==> src/rtl/i2c_pkg.sv <==
// Shared types and default sizing for the I2C SCL generator slice.
package i2c_pkg;

    typedef enum logic [1:0] {
        IDLE    = 2'd0,
        LOW     = 2'd1,
        RELEASE = 2'd2,
        HIGH    = 2'd3
    } scl_state_t;

    localparam int unsigned I2C_CNT_W       = 16;
    localparam int unsigned I2C_MIN_DIV     = 4;
    localparam int unsigned I2C_SYNC_STAGES = 2;
    localparam int unsigned I2C_TO_W        = 20;

endpackage

==> src/rtl/i2c_scl_gen_if.sv <==
// Control, bus and phase-strobe bundle between register block, SCL generator and byte engine.
interface i2c_scl_gen_if
    import i2c_pkg::*;
#(
    parameter int unsigned CNT_W = I2C_CNT_W,
    parameter int unsigned TO_W  = I2C_TO_W
);
    logic             en;
    logic [CNT_W-1:0] half_period;
    logic [TO_W-1:0]  timeout_limit;
    logic             err_clr;
    logic             scl_in;
    logic             scl_oe;
    logic             i2c_clk;
    logic             scl_fall_stb;
    logic             drive_stb;
    logic             scl_rise_stb;
    logic             sample_stb;
    logic             stretching;
    logic             timeout_err;
    logic             busy;

    modport master (
        input  en, half_period, timeout_limit, err_clr, scl_in,
        output scl_oe, i2c_clk, scl_fall_stb, drive_stb, scl_rise_stb,
               sample_stb, stretching, timeout_err, busy
    );

    modport slave (
        output en, half_period, timeout_limit, err_clr,
        input  scl_oe, i2c_clk, scl_fall_stb, drive_stb, scl_rise_stb,
               sample_stb, stretching, timeout_err, busy
    );
endinterface

==> src/rtl/i2c_sync.sv <==
// Multi-flop single-bit synchroniser with a programmable reset level.
module i2c_sync #(
    parameter int unsigned STAGES = 2
) (
    input  logic clk,
    input  logic reset,
    input  logic rst_val,
    input  logic d,
    output logic q
);
    logic [STAGES-1:0] ff;

    always_ff @(posedge clk) begin
        if (reset) ff <= {STAGES{rst_val}};
        else       ff <= {ff[STAGES-2:0], d};
    end

    assign q = ff[STAGES-1];
endmodule

==> src/rtl/i2c_scl_gen.sv <==
// Controller-side SCL generator: programmable half period, stretch detection with timeout, phase strobes.
module i2c_scl_gen
    import i2c_pkg::*;
#(
    parameter int unsigned CNT_W       = I2C_CNT_W,
    parameter int unsigned MIN_DIV     = I2C_MIN_DIV,
    parameter int unsigned SYNC_STAGES = I2C_SYNC_STAGES,
    parameter int unsigned TO_W        = I2C_TO_W
) (
    input  logic         ref_clk,
    input  logic         reset,
    i2c_scl_gen_if.master bus
);
    localparam logic [1:0] S_IDLE    = IDLE;
    localparam logic [1:0] S_LOW     = LOW;
    localparam logic [1:0] S_RELEASE = RELEASE;
    localparam logic [1:0] S_HIGH    = HIGH;

    logic [1:0]       state_q, state_d;
    logic [CNT_W-1:0] cnt_q, cnt_d, hp_q, hp_d, hp_req;
    logic [TO_W-1:0]  to_q, to_d, to_inc;
    logic             err_q, err_d;
    logic             scl_s;
    logic             oe_q, clk_q, fall_q, drive_q, rise_q, sample_q, stretch_q, busy_q;

    i2c_sync #(.STAGES(SYNC_STAGES)) u_scl_sync (
        .clk     (ref_clk),
        .reset   (reset),
        .rst_val (1'b1),
        .d       (bus.scl_in),
        .q       (scl_s)
    );

    assign hp_req = (bus.half_period < CNT_W'(MIN_DIV)) ? CNT_W'(MIN_DIV) : bus.half_period;
    assign to_inc = (&to_q) ? to_q : to_q + TO_W'(1);

    // Next-state logic; hp is re-latched at every LOW/HIGH entry
    always_comb begin
        state_d = state_q;
        cnt_d   = cnt_q;
        hp_d    = hp_q;
        to_d    = to_q;
        err_d   = err_q & ~bus.err_clr;
        case (state_q)
            S_IDLE: begin
                if (bus.en && !err_q) begin
                    state_d = S_LOW;
                    cnt_d   = '0;
                    hp_d    = hp_req;
                end
            end
            S_LOW: begin
                if (cnt_q == hp_q - CNT_W'(1)) begin
                    state_d = S_RELEASE;
                    to_d    = '0;
                end else begin
                    cnt_d = cnt_q + CNT_W'(1);
                end
            end
            S_RELEASE: begin
                to_d = to_inc;
                // Timeout has priority over a rise seen in the same cycle
                if ((bus.timeout_limit != '0) && (to_inc >= bus.timeout_limit)) begin
                    err_d   = 1'b1;
                    state_d = S_IDLE;
                end else if (scl_s) begin
                    state_d = S_HIGH;
                    cnt_d   = '0;
                    hp_d    = hp_req;
                end
            end
            S_HIGH: begin
                if (cnt_q == hp_q - CNT_W'(1)) begin
                    cnt_d = '0;
                    if (bus.en) begin
                        state_d = S_LOW;
                        hp_d    = hp_req;
                    end else begin
                        state_d = S_IDLE;
                    end
                end else begin
                    cnt_d = cnt_q + CNT_W'(1);
                end
            end
            default: state_d = S_IDLE;
        endcase
    end

    // Outputs registered from next-state so they align with the state they describe
    always_ff @(posedge ref_clk) begin
        if (reset) begin
            state_q   <= S_IDLE;
            cnt_q     <= '0;
            hp_q      <= '0;
            to_q      <= '0;
            err_q     <= 1'b0;
            oe_q      <= 1'b0;
            clk_q     <= 1'b1;
            fall_q    <= 1'b0;
            drive_q   <= 1'b0;
            rise_q    <= 1'b0;
            sample_q  <= 1'b0;
            stretch_q <= 1'b0;
            busy_q    <= 1'b0;
        end else begin
            state_q   <= state_d;
            cnt_q     <= cnt_d;
            hp_q      <= hp_d;
            to_q      <= to_d;
            err_q     <= err_d;
            oe_q      <= (state_d == S_LOW);
            clk_q     <= (state_d == S_IDLE) || (state_d == S_HIGH);
            fall_q    <= (state_d == S_LOW)  && (state_q != S_LOW);
            drive_q   <= (state_d == S_LOW)  && (cnt_d == (hp_d >> 1));
            rise_q    <= (state_d == S_HIGH) && (state_q != S_HIGH);
            sample_q  <= (state_d == S_HIGH) && (cnt_d == (hp_d >> 1));
            stretch_q <= (state_d == S_RELEASE);
            busy_q    <= (state_d != S_IDLE);
        end
    end

    assign bus.scl_oe       = oe_q;
    assign bus.i2c_clk      = clk_q;
    assign bus.scl_fall_stb = fall_q;
    assign bus.drive_stb    = drive_q;
    assign bus.scl_rise_stb = rise_q;
    assign bus.sample_stb   = sample_q;
    assign bus.stretching   = stretch_q;
    assign bus.timeout_err  = err_q;
    assign bus.busy         = busy_q;
endmodule

==> src/flat_wrapper.sv <==
// flat-port wrapper written by rule: the top's interface ports become plain ports
module i2c_scl_gen_flat import i2c_pkg::*;
#(
    parameter int unsigned CNT_W       = I2C_CNT_W,
    parameter int unsigned MIN_DIV     = I2C_MIN_DIV,
    parameter int unsigned SYNC_STAGES = I2C_SYNC_STAGES,
    parameter int unsigned TO_W        = I2C_TO_W
)
  (ref_clk, reset, bus_en, bus_half_period, bus_timeout_limit, bus_err_clr, bus_scl_in, bus_scl_oe, bus_i2c_clk, bus_scl_fall_stb, bus_drive_stb, bus_scl_rise_stb, bus_sample_stb, bus_stretching, bus_timeout_err, bus_busy);
  i2c_scl_gen_if #(.CNT_W(CNT_W), .TO_W(TO_W)) bus_i ();
  input  logic ref_clk;
  input  logic reset;
  input wire logic [$bits(bus_i.en)-1:0] bus_en;
  input wire logic [$bits(bus_i.half_period)-1:0] bus_half_period;
  input wire logic [$bits(bus_i.timeout_limit)-1:0] bus_timeout_limit;
  input wire logic [$bits(bus_i.err_clr)-1:0] bus_err_clr;
  input wire logic [$bits(bus_i.scl_in)-1:0] bus_scl_in;
  output wire logic [$bits(bus_i.scl_oe)-1:0] bus_scl_oe;
  output wire logic [$bits(bus_i.i2c_clk)-1:0] bus_i2c_clk;
  output wire logic [$bits(bus_i.scl_fall_stb)-1:0] bus_scl_fall_stb;
  output wire logic [$bits(bus_i.drive_stb)-1:0] bus_drive_stb;
  output wire logic [$bits(bus_i.scl_rise_stb)-1:0] bus_scl_rise_stb;
  output wire logic [$bits(bus_i.sample_stb)-1:0] bus_sample_stb;
  output wire logic [$bits(bus_i.stretching)-1:0] bus_stretching;
  output wire logic [$bits(bus_i.timeout_err)-1:0] bus_timeout_err;
  output wire logic [$bits(bus_i.busy)-1:0] bus_busy;
  assign bus_i.en = bus_en;
  assign bus_i.half_period = bus_half_period;
  assign bus_i.timeout_limit = bus_timeout_limit;
  assign bus_i.err_clr = bus_err_clr;
  assign bus_i.scl_in = bus_scl_in;
  assign bus_scl_oe = bus_i.scl_oe;
  assign bus_i2c_clk = bus_i.i2c_clk;
  assign bus_scl_fall_stb = bus_i.scl_fall_stb;
  assign bus_drive_stb = bus_i.drive_stb;
  assign bus_scl_rise_stb = bus_i.scl_rise_stb;
  assign bus_sample_stb = bus_i.sample_stb;
  assign bus_stretching = bus_i.stretching;
  assign bus_timeout_err = bus_i.timeout_err;
  assign bus_busy = bus_i.busy;
  i2c_scl_gen #(.CNT_W(CNT_W), .MIN_DIV(MIN_DIV), .SYNC_STAGES(SYNC_STAGES), .TO_W(TO_W)) u_core (.ref_clk(ref_clk), .reset(reset), .bus(bus_i));
endmodule
==> config.mk <==
export PLATFORM = sky130hd
export DESIGN_NAME = i2c_scl_gen_flat
export DESIGN_NICKNAME = d
export VERILOG_FILES = /design/src/rtl/i2c_pkg.sv /design/src/rtl/i2c_scl_gen_if.sv /design/src/rtl/i2c_sync.sv /design/src/rtl/i2c_scl_gen.sv /design/src/flat_wrapper.sv
export SDC_FILE = /design/constraint.sdc
export NUM_CORES = 1
export LEC_CHECK = 0
export CORE_MARGIN = 3
export CORE_UTILIZATION = 40
export DETAILED_ROUTE_END_ITERATION = 8
export PLACE_DENSITY_LB_ADDON = 0.12
export REMOVE_ABC_BUFFERS = 1
export SLEW_MARGIN = 20
export SYNTH_ARGS = -nofsm -noshare
export SYNTH_HDL_FRONTEND = slang
export SYNTH_SLANG_ARGS = --single-unit
==> constraint.sdc <==
create_clock -name ref_clk -period 8.3 [get_ports ref_clk]
set_input_delay 2.075 -clock ref_clk [delete_from_list [all_inputs] [get_ports ref_clk]]
set_output_delay 2.075 -clock ref_clk [all_outputs]
set_load 0.05 [all_outputs]
==> metrics.md, run 1 <==
| Metric | Value |
|---|---|
| Clock buffer count from CTS | 9 |
| Post-DP HPWL | ~11,000 µm |
| Cell mode on critical path | nand4_1 |
| Routability congestion estimate from global placement | around 0.83 |
| Max FO, Critical Path | 16 |
| Status | finished, final reports clean |
| CTS Root Cell | clkbuf_16 |
| Min-Delay Path Depth | 1 |
| Reg-to-Reg Start | u_core.to_q[10] |
| Synth unique cells | 67 |
| Setup bufs post-CTS | 0 |
| Most frequent cells in the layout | 86 x nor2_1, 65 x dfxtp_1, 48 x clkdlybuf4s50_1 |
| Final setup viols | 0 |
| Setup TNS | 0 ns |
| Startpoint Class | register |
| Max-Cap Viols | 0 |
| Slew Limit Fails | 0 |
| Mapped Avg Cell Area | about 7.6 µm² |
| Worst path max stage delay | 0.57 ns |
| Fmax | about 0.15 GHz |
| Fin. Hold Viols | 0 |
| Critical-path cell list | nand4_1 -> nor4_1 -> nand3_1 -> and4_1 -> and3_1 -> nand3_1 -> nor2_1 -> nand4_1 -> xnor2_1 -> ha_1 -> nand4_1 -> nor4_1 -> a22oi_1 -> a311oi_1 -> nor3_1 -> a21oi_4 -> mux2i_1 -> xor2_1 -> or4_4 -> nor4_2 -> nor4b_2 |
| Fin Clk Skew | approximately 0.0075 ns |
| Port-buffer cells | 49 |
| Worst hold path class | register to register |
| Actual slew at the worst max-slew pin | 1.11 ns |
| Io pins | 50 |
| Final Critical Period | 6.74 ns |
| Register area share after synthesis | 0.265 |
| RSZ-0062 raised after global routing | false |
| Grt total ovfl | 0 |
| Die X | around 120 µm |
| Via/cell ratio | around 5.7 |
| Rows | 39 |
| Die H | roughly 120 µm |
| Worst EP arrival | roughly 7 ns |
| Worst setup EP type | register |
| Synth Warn # | 0 |
| CTS sink cnt | 65 |
| Power per cell area | around 160 nW/µm² |
| Worst hold start | u_core.u_scl_sync.ff[0] |
| Reg area | between 1000 and 1500 µm² |
| Clock tree buffer depth | 2 |
| Vias in the first global route | about 4,400 |
| Cts repair resizes | 0 |
| Final Power | approximately 900 µW |
| R2r worst-path depth | 21 |
| Drt drc | 0 |
| Filler Cell Count | roughly 1,200 |
| Yosys reg bits | between 60 and 70 |
| Fraction of layout cells with a size suffix above 1 | 0.0592 |
| Initial core utilization | 0.419 |
| Area growth syn-to-layout | 17.3% |
| TritonCTS clock tree | done |
| Pin count of the biggest net entering global routing | 61 |
| Post-DRT Antenna Nets | 0 |
| Synth Instances | between 600 and 700 |
| Hold-fix buffers, CTS | 0 |
| First-pass GRT wire length | 22,900 µm |
| Async S/R FF share, synth | 0 |
| Rel. slew slack | 0.262 |
| Area of the multi-input gates | ~3300 µm² |
| Worst skew pair latency | 0.33 ns |
| DR vias | about 4,700 |
| Overall Global Routing Usage | 0.216 |
| Inserted Diodes | 0 |
| Crit Reg-Reg Endpoint | u_core.bus.drive_stb |
| H-tree Lvls | 3 |
| R2r setup slk | around 1.6 ns |
| WL/cell | between 15 and 20 µm |
| Commonest non-fill, non-tap cell in the layout | nor2_1 |
| Final net count | 740 |
| Post-synth EDFFs | 0 |
| Final period utilization | 0.812 |
| Clock transition at path regs | roughly 0.060 ns |
| Initial antenna violation count | 0 |
| Worst vdd ir | 90.9 µV |
| Leakage Power | roughly 0.0023 µW |
| Post-Syn Area | a little under 5000 µm² |
| Critical path class | register to register |
| Core area | around 12,000 µm² |
| Area of the die | between 10,000 and 15,000 µm² |
| Synth Flop Type | dfxtp_1 |
| Drt first pass iters | 5 |
| Hold endpoint | u_core.u_scl_sync.ff[1] |
| 1st-iter DRT viols | between 500 and 600 |
| CP required | roughly 8.5 ns |
| Worst path slowest cell | a21oi_4 |
| Total wire length | 14,000 µm |
[cells by family (layout without fill, tap and decap cells)]
family / Yosys count / count (layout) / share of synthesized area
simple gates: 294 / 294 / 0.323
compound gates: 118 / 118 / 0.161
buf+inv: 72 / 106 / 0.0586
flops: 65 / 65 / 0.265
xor+xnor: 52 / 52 / 0.0928
fa+ha+maj: 28 / 28 / 0.0714
mux: 13 / 13 / 0.0278
[metal layers]
metal | global-route usage | share of wire
met1 | 0.332 | 0.51
met2 | 0.315 | 0.43
met3 | 0.0350 | 0.048
met4 | 0.0528 | 0.010
met5 | 0 | 0
[power breakdown]
part	total [µW]	switching [µW]	internal [µW]
combinational	170	93.3	76.6
sequential	336	14.4	321
clock	396	140	256
total	902	248	654
[cell usage after synthesis, types with 4 or more instances]
cell      count  area (µm²)
a211oi_1      4        30.0
a21o_1        9        67.6
a21oi_1      33         165
a22oi_1       6        45.0
a31oi_1       6        37.5
and2_1        5        31.3
and3_1       13        81.3
and4_1        7        61.3
clkbuf_1     28         105
dfxtp_1      65        1300
ha_1         28         350
inv_1        40         150
mux2i_1      11         110
nand2_1      45         169
nand2b_1      7        43.8
nand3_1      26         130
nand3b_1      4        30.0
nand4_1      12        75.1
nand4b_1      6        52.6
nor2_1       86         323
nor2b_1      12        75.1
nor3_1       18        90.1
nor4_1       18         113
o21ai_0      24         120
or2_2         6        37.5
or3_1         8        50.1
or4_1         4        30.0
xnor2_1      29         254
xor2_1       23         201
[worst max-delay path, delay by kind of cell, from the launching register on]
| kind | cells | cell delay, ns |
|---|---|---|
| multiplexers | 1 | 0.37 |
| flip-flops | 1 | 0.46 |
| XOR/XNOR | 2 | 0.22 |
| adder cells (fa/ha/maj) | 1 | 0.29 |
| AO/OA/AOI/OAI | 3 | 1.26 |
| AND/OR/NAND/NOR | 14 | 4.00 |
[flip-flops by register name (all words and copies together), names as in the netlist]
signal                   cells
u_core.bus.scl_rise_stb      1
u_core.bus.stretching        1
u_core.bus.i2c_clk           1
u_core.cnt_q                16
u_core.bus.drive_stb         1
u_core.hp_q                 16
u_core.bus.scl_fall_stb      1
u_core.state_q               2
u_core.bus.sample_stb        1
u_core.u_scl_sync.ff         2
u_core.to_q                 20
u_core.bus.scl_oe            1
u_core.bus.timeout_err       1
u_core.bus.busy              1
[worst max path at each step]
| stage | startpoint | to | slack (ns) | depth (start not counted) |
|---|---|---|---|---|
| after floorplan | u_core.to_q[0] | u_core.bus.drive_stb | 2.74 | 21 |
| after global placement | bus_timeout_limit[17] | u_core.bus.sample_stb | 1.78 | 14 |
| after detailed placement | bus_timeout_limit[17] | u_core.bus.sample_stb | 1.61 | 14 |
| after CTS | u_core.to_q[10] | u_core.bus.sample_stb | 1.57 | 21 |
| after global routing | u_core.to_q[10] | u_core.bus.drive_stb | 1.02 | 21 |
| final | u_core.to_q[10] | u_core.bus.drive_stb | 1.56 | 21 |
[cell type report]
cell class / count / share of cell area
flip-flops and latches: 65 / 0.226
well taps: 143 / 0.0311
clock inverters: 4 / 0.00869
repair buffers: 50 / 0.0856
multi-input cells: 505 / 0.576
inverters: 40 / 0.0261
clock buffers: 12 / 0.0463
[metrics by stage]
stage,instance area (µm²),std cells,util,hold WS [ns],setup WS [ns]
6_report,5760,819,0.492,0.407,1.56
5_1_grt,5760,819,0.492,0.436,1.02
4_1_cts,5760,819,0.492,0.410,1.57
3_5_place_dp,5440,803,0.465,0.398,1.61
3_3_place_gp,5440,803,0.465,0.393,1.78
2_1_floorplan,4770,610,-,0.389,2.74
Power figures use the tool's default switching activity.
==> inputs of run 2 (changes only) <==
==> constraint.sdc (replaced) <==
create_clock -name ref_clk -period 5.7 [get_ports ref_clk]
set_input_delay 1.425 -clock ref_clk [delete_from_list [all_inputs] [get_ports ref_clk]]
set_output_delay 1.425 -clock ref_clk [all_outputs]
set_load 0.05 [all_outputs]
==> run 2 against run 1 <==
Compared with the run above: clock skew hardly changed; first-iteration DRC count is 28% lower; critical path depth is 1 higher; sequential share of layout area is 1.1 points lower; sequential power is 44% higher; worst hold slack better by 0.0051 ns; critical endpoint is now u_core.bus.sample_stb.
==> metrics.md, run 2 (synthesized netlist as in run 1, its figures left out) <==
| Metric | Value |
|---|---|
| Status | finished, final reports clean |
| Post-DRT Antenna Nets | 0 (unchanged) |
| Critical path class | register to register |
| Worst skew pair latency | 0.34 ns (about the same) |
| Area growth syn-to-layout | 23.1% |
| Met3 GRT Util | 0.0550 (+0.0201) |
| Gr busiest metal | met1 |
| Global Route met1 Usage | 0.330 (-0.00221) |
| Vias in the first global route | 4,489 (+2.5%) |
| 1st-iter DRT viols | 402 (-28%) |
| Largest regs | u_core.to_q: 20 flops, u_core.cnt_q: 16 flops, u_core.hp_q: 16 flops |
| Worst vdd ir | 160 µV (+76%) |
| Die X | 117 µm (unchanged) |
| Port-buffer cells | 49 (unchanged) |
| DR vias | 4,807 (+3.2%) |
| Register name with the most flops | u_core.to_q |
| Final period utilization | 0.929 (+0.117) |
| Clk network pwr share | 0.433 (-0.006) |
| Area of the die | 13,600 µm² (unchanged) |
| Initial antenna violation count | 0 (unchanged) |
| Most frequent cells in the layout | 85 x nor2_1, 65 x dfxtp_1, 48 x clkdlybuf4s50_1 |
| Grt total ovfl | 0 (unchanged) |
| Clock tree buffer depth | 2 (unchanged) |
| Max-Cap Viols | 0 (unchanged) |
| Clock transition at path regs | 0.06 ns (about the same) |
| Final worst slack | 0.406 ns (-1.15 ns) |
| Actual slew at the worst max-slew pin | 1.01 ns (-0.0953 ns) |
| Net Sw Frac | 0.290 (+0.0151) |
| First-pass GRT wire length | 23,100 µm (+0.87%) |
| Final setup viols | 0 (unchanged) |
| Part of the power in registers | 0.368 (-0.004) |
| Rel. slew slack | 0.325 (+0.0635) |
| Met2 usage | 0.309 (-0.00607) |
| Rows | 39 (unchanged) |
| Pre-CTS setup slack | -0.0656 ns (-1.67 ns) |
| Slew Limit Fails | 0 (unchanged) |
| CTS Root Cell | clkbuf_16 |
| WL/cell | 17.1 µm (about the same) |
| Leakage Power | 0.00248 µW (+7.0%) |
| Inserted Diodes | 0 (unchanged) |
| CTS sink cnt | 65 (unchanged) |
| Io pins | 50 (unchanged) |
| Final Critical Period | 5.29 ns (-1.45 ns) |
| Post-DP HPWL | 11,200 µm (+3.7%) |
| Worst hold path class | register to register |
| Final Power | 1320 µW (+46%) |
| H-tree Lvls | 3 (unchanged) |
| Fraction of layout cells with a size suffix above 1 | 0.107 (+0.0478) |
| Pin count of the biggest net entering global routing | 36 (-41%) |
| Post-placement cell count | 826 (+2.9%) |
| Max reg flops | 20 (unchanged) |
| Non-filler cells, final | 844 (+3.1%) |
| Logic gate share of total power | 0.200 (+0.012) |
| Initial core utilization | 0.419 (unchanged) |
| Fmax | 0.189 GHz (+27%) |
| Die H | 117 µm (unchanged) |
| Power per cell area | 218 nW/µm² (+40%) |
| Cell-internal power | 938 µW (+43%) |
| Via/cell ratio | 5.70 (+0.18%) |
| Drt first pass iters | 5 (unchanged) |
| Clock buffer count from CTS | 9 (unchanged) |
| Final net count | 765 (+3.4%) |
| Drt drc | 0 (unchanged) |
| Startpoint Class | register |
| Core Util, Final | 0.516 (+0.0244) |
| CP required | 5.95 ns (-2.59 ns) |
| R2r setup slk | 0.41 ns (-1.15 ns) |
| TritonCTS clock tree | done |
| Worst setup EP type | register |
| Core area | 11,700 µm² (unchanged) |
| Worst EP arrival | 5.55 ns (-1.44 ns) |
| Fin Clk Skew | 0.00781 ns (+0.000313 ns) |
| Commonest non-fill, non-tap cell in the layout | nor2_1 |
| Total wire length | 14,400 µm (+3.1%) |
| NetSw | 382 µW (+54%) |
| Fin. Hold Viols | 0 (unchanged) |
| Max FO, Critical Path | 5 (-11) |
| Overall Global Routing Usage | 0.219 (+0.00250) |
| Routability congestion estimate from global placement | 0.875 (+4.9%) |
==> run 2: critical path: stages, from the launching register on <==
cell      delay (ns)
dfxtp_1         0.34
ha_1            0.20
and3_1          0.21
nand3_1         0.10
and4_1          0.26
and3_2          0.24
nand3_1         0.14
nor2_2          0.16
nand4_1         0.17
xnor2_1         0.16
ha_1            0.29
a21oi_1         0.15
nor3_1          0.08
nor4_2          0.37
a311oi_2        0.18
buf_4           0.18
or2_2           0.33
a21o_1          0.20
a221oi_2        0.38
xor2_1          0.11
or4_4           0.53
nor4_4          0.18
nor4b_2         0.23
==> run 2: stage by stage <==
stage               setup TNS [ns]  hold slack (ns)  area, µm²
floorplan                        0            0.389       4770
finish                           0            0.412       6050
global placement            -0.435            0.393       5630
CTS                              0            0.415       5940
detailed placement          -0.124            0.402       5630
global route               -0.0567            0.439       6050
==> run 2: power groups by stage <==
stage | sequential [µW] | clock (µW) | combinational, µW
2_1_floorplan | 500 | 0 | 156
3_3_place_gp | 495 | 0 | 254
3_5_place_dp | 495 | 0 | 257
4_1_cts | 485 | 582 | 258
5_1_grt | 487 | 604 | 288
6_report | 485 | 572 | 263
==> run 2: cell type report <==
cell class	count	area, µm²
repair buffers	75	693
fillers	1135	5670
clock buffers	10	239
clock inverters	6	67.6
multi-input cells	505	3420
inverters	40	150
flip-flops and latches	65	1300
well taps	143	179
==> run 2: path summary, 6_finish.rpt <==
check,from,to,cells after the start
max,u_core.to_q[1],u_core.bus.sample_stb,22
min,u_core.u_scl_sync.ff[0],u_core.u_scl_sync.ff[1],1
max reg2reg,u_core.to_q[1],u_core.bus.sample_stb,22
min reg2reg,u_core.u_scl_sync.ff[0],u_core.u_scl_sync.ff[1],1
==> run 2: repair_timing <==
action                     CTS  global route
pin swaps                    0             4
hold buffers                 0             0
gates resized for setup      1            14
buffers inserted             0             2
setup endpoints to repair    2             2
cloned                       0             0
==> run 2: metal layers <==
metal  wire (µm)  part of all wire  vias up
li1            -                 -     2404
met1        7170              0.50     2260
met2        6160              0.43      126
met3         887             0.062       17
met4         191             0.013        0
met5           0                 0        -
==> inputs of run 3 (changes only) <==
--- a/config.mk
+++ b/config.mk
@@ -14,3 +14,4 @@
 export SYNTH_ARGS = -nofsm -noshare
 export SYNTH_HDL_FRONTEND = slang
 export SYNTH_SLANG_ARGS = --single-unit
+export TNS_END_PERCENT = 20
==> results of run 3 <==
Final layout, timing and power as in run 2 (identical DEF).
